$ cat config.mk
export PLATFORM = sky130hd
export DESIGN_NAME = uart_rx_frame_ctrl
export DESIGN_NICKNAME = d
export VERILOG_FILES = /design/src/rtl/uart_rx_frame_ctrl.sv
export SDC_FILE = /design/constraint.sdc
export NUM_CORES = 1
export LEC_CHECK = 0
export ABC_AREA = 1
export BUFFER_PORTS_ARGS = -buffer_cell sky130_fd_sc_hd__buf_2
export CAP_MARGIN = 25
export CORE_AREA = 4 4 103 105
export CTS_BUF_LIST = sky130_fd_sc_hd__clkbuf_8 sky130_fd_sc_hd__clkbuf_16
export CTS_CLUSTER_DIAMETER = 200
export DETAILED_ROUTE_END_ITERATION = 10
export DIE_AREA = 0 0 107 109
export GPL_TIMING_DRIVEN = 0
export PLACE_DENSITY_LB_ADDON = 0.05
export SETUP_SLACK_MARGIN = 0.1
export SYNTH_ARGS = -nofsm -noshare
export SYNTH_HDL_FRONTEND = slang
export SYNTH_SLANG_ARGS = --single-unit
export TNS_END_PERCENT = 100
$ cat constraint.sdc
create_clock -name clk -period 1.8 [get_ports clk]
set_input_delay 0.18 -clock clk [delete_from_list [all_inputs] [get_ports clk]]
set_output_delay 0.18 -clock clk [all_outputs]
set_load 0.005 [all_outputs]
$ cat src/rtl/uart_rx_frame_ctrl.sv
// Frame controller behind uart_rx: header/addr/data[/checksum] -> write strobe.
// Optional macro FRAME_CHECKSUM_EN adds a trailing XOR checksum byte (4-byte frame).
module uart_rx_frame_ctrl #(
    parameter int          p_clkfreq    = 100_000_000,
    parameter int          p_timeout_us = 1000,
    parameter logic [7:0]  p_header     = 8'hA5
) (
    input  logic       clk,
    input  logic       rst_i,
    input  logic [7:0] din_i,
    input  logic       rx_done_tick_i,
    output logic       wr_en_o,
    output logic [7:0] wr_addr_o,
    output logic [7:0] wr_data_o,
    output logic       busy_o,
    output logic       frame_err_o,
    output logic [7:0] err_cnt_o
);

    localparam int c_timeout = (p_clkfreq / 1_000_000) * p_timeout_us;
    localparam int c_cnt_w   = $clog2(c_timeout + 1);
    localparam logic [c_cnt_w-1:0] c_expire = c_cnt_w'(c_timeout - 1);

    typedef enum logic [1:0] {
        S_IDLE,
        S_ADDR,
        S_DATA,
        S_CHK
    } state_t;

    state_t             state_q, state_d;
    logic [c_cnt_w-1:0] cnt_q, cnt_d;
    logic [7:0]         addr_q, addr_d;
`ifdef FRAME_CHECKSUM_EN
    logic [7:0]         data_q, data_d;
    logic [7:0]         chk_q, chk_d;
`endif
    logic               wr_en_d;
    logic [7:0]         wr_addr_d;
    logic [7:0]         wr_data_d;
    logic               err_d;
    logic [7:0]         err_cnt_d;
    logic               expire;

    assign busy_o = (state_q != S_IDLE);

    // Next-state, byte capture, inter-byte timeout and output strobes
    always_comb begin
        state_d   = state_q;
        cnt_d     = cnt_q + 1'b1;
        addr_d    = addr_q;
`ifdef FRAME_CHECKSUM_EN
        data_d    = data_q;
        chk_d     = chk_q;
`endif
        wr_en_d   = 1'b0;
        wr_addr_d = wr_addr_o;
        wr_data_d = wr_data_o;
        err_d     = 1'b0;

        expire = (state_q != S_IDLE) && !rx_done_tick_i
                 && (cnt_q == c_expire);

        if (state_q == S_IDLE || rx_done_tick_i || expire) begin
            cnt_d = '0;
        end

        if (expire) begin
            // A stalled frame is dropped; a tick in this cycle would win
            state_d = S_IDLE;
            err_d   = 1'b1;
        end else if (rx_done_tick_i) begin
            unique case (state_q)
                S_IDLE: begin
                    if (din_i == p_header) begin
                        state_d = S_ADDR;
`ifdef FRAME_CHECKSUM_EN
                        chk_d   = p_header;
`endif
                    end
                end
                S_ADDR: begin
                    addr_d  = din_i;
                    state_d = S_DATA;
`ifdef FRAME_CHECKSUM_EN
                    chk_d   = chk_q ^ din_i;
`endif
                end
                S_DATA: begin
`ifdef FRAME_CHECKSUM_EN
                    data_d  = din_i;
                    chk_d   = chk_q ^ din_i;
                    state_d = S_CHK;
`else
                    wr_en_d   = 1'b1;
                    wr_addr_d = addr_q;
                    wr_data_d = din_i;
                    state_d   = S_IDLE;
`endif
                end
                S_CHK: begin
`ifdef FRAME_CHECKSUM_EN
                    if (din_i == chk_q) begin
                        wr_en_d   = 1'b1;
                        wr_addr_d = addr_q;
                        wr_data_d = data_q;
                    end else begin
                        err_d = 1'b1;
                    end
`endif
                    state_d = S_IDLE;
                end
                default: state_d = S_IDLE;
            endcase
        end

        err_cnt_d = err_cnt_o;
        if (err_d && err_cnt_o != 8'hFF) begin
            err_cnt_d = err_cnt_o + 8'd1;
        end
    end

    // State, datapath and registered outputs
    always_ff @(posedge clk or posedge rst_i) begin
        if (rst_i) begin
            state_q     <= S_IDLE;
            cnt_q       <= '0;
            addr_q      <= 8'h00;
`ifdef FRAME_CHECKSUM_EN
            data_q      <= 8'h00;
            chk_q       <= 8'h00;
`endif
            wr_en_o     <= 1'b0;
            wr_addr_o   <= 8'h00;
            wr_data_o   <= 8'h00;
            frame_err_o <= 1'b0;
            err_cnt_o   <= 8'h00;
        end else begin
            state_q     <= state_d;
            cnt_q       <= cnt_d;
            addr_q      <= addr_d;
`ifdef FRAME_CHECKSUM_EN
            data_q      <= data_d;
            chk_q       <= chk_d;
`endif
            wr_en_o     <= wr_en_d;
            wr_addr_o   <= wr_addr_d;
            wr_data_o   <= wr_data_d;
            frame_err_o <= err_d;
            err_cnt_o   <= err_cnt_d;
        end
    end

endmodule
==> impl_metrics.csv <==
group,metric,value,unit
clock_network,cts_made_buffers,5,
drt,detail-route-antenna-nets,0,
yosys,synth_simple_gate_area_share,32.3,%
setup_path,crit_arrival,1820,ps
drt,drtPass1Iterations,4,
floorplanning,design.core.area,0.00964,mm²
yosys,largest_family_of_logic_cells_by_synthesized_area,"simple AND/OR/NAND/NOR gates",
clock_network,clock_tree.root_cell,"clkbuf_8",
finish,final_area,0.00317,mm²
placement,port_buffer_count,37,
yosys,post_synth_mux_area_share,0,%
finish,multi_input_gate_area,0.00115,mm²
placement,post-dp-hpwl,4.58,mm
setup_path,path_delay_family,"simple AND/OR/NAND/NOR gates",
drt,first_iter_violations,50,
finish,share_of_layout_cells_above_drive_strength_1,22.4,%
run_status,outcome,"finished, final reports clean",
timing,grt_setup_unrepaired,"false",
setup_path,r2r_setup_slack,180,ps
yosys,nets_in_the_synthesized_netlist,332,
placement,place.gp.congestion,0.793,
timing,worst_slew_margin_rel,69.5,%
timing,final_min_period_over_clock_period,89.8,%
global_routing,grt_overflow,0,
finish,area.growth.synth_to_final,19.9,%
global_routing,pin_count_of_the_biggest_net_entering_global_routing,36,
floorplanning,floorplan.io_pins,38,
flow_run,drv.max_cap_violation_count,0,
timing,setup_total_negative_slack,0,ps
clock_network,cts_sinks,53,
yosys,synthesis.area,0.00265,mm²
floorplanning,starting_density_of_the_core,27.4,%
min_path,min_delay_worst_endpoint,"wr_data_o[6]",
timing,timing_max_transition_violations_final,0,
setup_path,cp_endpoint_kind,"register",
yosys,seq_area_frac_synth,50.1,%
setup_path,cp_data_required_time,2000,ps
setup_path,crit-reg2reg-launch,"cnt_q[0]",
setup_path,cp_slowest_cell,"dfrtp_1",
clock_network,cts_buffer_depth,2,
placement,postPlaceCellArea,0.00302,mm²
setup_path,timing_worst_setup_path_type,"register to register",
setup_path,crit_chain,"ha_1, nand2_2, nor2_4, nand3_2, o21ai_4, buf_6, nor2_2",
timing,timing.final.hold_violations,0,
floorplanning,die_area,0.0117,mm²
yosys,synth_compound_gate_area_share,5.25,%
drt,drt_wl_total,6.28,mm
power,irDropWorstVdd,0.323,mV
clock_network,cts.reportedPaths.clkPinSlew,100,ps
finish,antennaDiodeCount,0,
power,power.density_cell_area,625,mW/mm²
global_routing,grtUsageTotal,11.5,%
floorplanning,rows,36,
timing,clock-skew-final,11.0,ps
clock_network,htree_levels,2,
timing,count_of_final_setup_violators,0,
finish,fin_nets,383,
global_routing,vias_in_the_first_global_route,2128,
min_path,worstHoldPathCells,3,
min_path,hp-start,"din_i[6]",
drt,vias_per_cell,4.23,
power,p_leak,1.57,nW
global_routing,first_pass_grt_wire_length,10.7,mm
finish,fillerInstances,1041,
finish,seqCellArea,0.00133,mm²
timing,achievable-frequency,619,MHz
floorplanning,dieWidth,107,µm
yosys,syn-mean-instance-area,8.29,µm²
drt,remaining_drc_errors,0,
setup_path,worst-path-max-fanout,10,
global_routing,initial_antenna_violation_count,0,
finish,layout.cells.most_common_list,"94 x nand2_1, 53 x dfrtp_1, 38 x inv_1",
setup_path,worst-path-buf-inv,1,
setup_path,r2r_cells,7,
setup_path,crit_path_max_incr_delay,390,ps
setup_path,cp-start-kind,"register",
timing,period_needed,1620,ps
min_path,hold_class,"input port to register",
clock_network,cts_tree,"yes",
floorplanning,die_height,109,µm
yosys,ys.warnings.count,0,
timing,worst_pin_slew,456,ps
yosys,post_synth_num_cell_types,27,
yosys,netlist_instances,319,
drt,wl_per_cell,12.5,µm
drt,route.vias.total,2131,
yosys,synth_xor_xnor_area_share,4.30,%
setup_path,crit-reg2reg-capture,"cnt_q[14]",
yosys,yosys_register_bits,53,
clock_network,insertion_delay,310,ps
finish,mostFrequentLayoutCell,"nand2_1",
yosys,synth_adder_area_share,0.946,%
==> synth_stat cells (all sizes together) <==
| cell | instances | share of area (%) |
|---|---|---|
| buf | 4 | 1.4 |
| o21ai | 19 | 4.9 |
| nor3 | 12 | 2.7 |
| a21oi | 2 | 0.38 |
| nor4 | 1 | 0.24 |
| nand3 | 15 | 3.0 |
| nand2 | 96 | 14 |
| ha | 2 | 0.95 |
| clkbuf | 1 | 0.14 |
| nand4 | 17 | 4.5 |
| xor2 | 11 | 3.6 |
| nor2 | 43 | 7.5 |
| inv | 39 | 5.5 |
| dfrtp | 53 | 50 |
| xnor2 | 2 | 0.66 |
| nand3b | 2 | 0.57 |
==> worst max path at each step <==
stage	start	to	cells past startpoint	slack, ps
after floorplan	rst_i	addr_q[0]	1	330
after global placement	rst_i	err_cnt_o[5]	2	-590
after detailed placement	cnt_q[0]	state_q[1]	8	70
after CTS	cnt_q[0]	state_q[1]	8	150
after global routing	cnt_q[0]	err_cnt_o[5]	9	90
final	cnt_q[0]	cnt_q[14]	7	180
==> registers in the layout, summed over array words and instances (netlist names) <==
name and count:
wr_data_o 8, state_q 2, frame_err_o 1, wr_addr_o 8, wr_en_o 1, cnt_q 17
err_cnt_o 8, addr_q 8
==> per-layer routing <==
layer,wire [µm],vias to the layer above,track usage [%]
li1,-,1110,-
met1,3010,985,15.4
met2,2990,31,19.3
met3,212,5,2.25
met4,69,0,2.74
met5,0,-,0
==> through the flow <==
| stage | util (%) | instances | setup slack (ps) | hold slack [ps] | total power [W] |
|---|---|---|---|---|---|
| global route | 32.9 | 504 | 91.2 | 145 | 0.00207 |
| global placement | 31.1 | 489 | -588 | 448 | 0.00133 |
| detailed placement | 31.3 | 490 | 74.1 | 222 | 0.00134 |
| floorplan | - | 319 | 334 | 325 | 0.00129 |
| finish | 32.9 | 504 | 184 | 144 | 0.00198 |
| CTS | 32.5 | 502 | 147 | 138 | 0.00202 |
==> worst reg2reg max path, stage by stage, from the launching register on <==
cell     delay [ps]
dfrtp_1         390
ha_1            220
nand2_2         100
nor2_4          160
nand3_2         150
o21ai_4         240
buf_6           200
nor2_2           60
==> what timing repair did <==
action | in CTS | in global routing
buffers inserted | 3 | 2
hold buffers | 1 | 0
endpoints found under the setup margin | 18 | 12
endpoints found under the hold margin | 18 | 0
gates resized for setup | 1 | 4
pin swaps | 1 | 1
==> layout make-up <==
| type | instances | share of cell area [%] |
|---|---|---|
| Clock buffer | 5 | 2.17 |
| Timing Repair Buffer | 44 | 7.97 |
| Tap cell | 133 | 5.25 |
| Clock inverter | 3 | 0.473 |
| Sequential cell | 53 | 41.8 |
| Multi-Input combinational cell | 222 | 36.4 |
| Buffer | 5 | 1.30 |
| Inverter | 39 | 4.62 |
==> power breakdown <==
| part | internal [W] | switching, W |
|---|---|---|
| logic | 0.0000342 | 0.0000588 |
| registers | 0.00121 | 0.0000100 |
| clock network | 0.000266 | 0.000404 |
==> cells by family after synthesis <==
logic type      Yosys count
simple gates            186
compound gates           21
flops                    53
xor+xnor                 13
buf+inv                  44
fa+ha+maj                 2
Power figures use the tool's default switching activity.
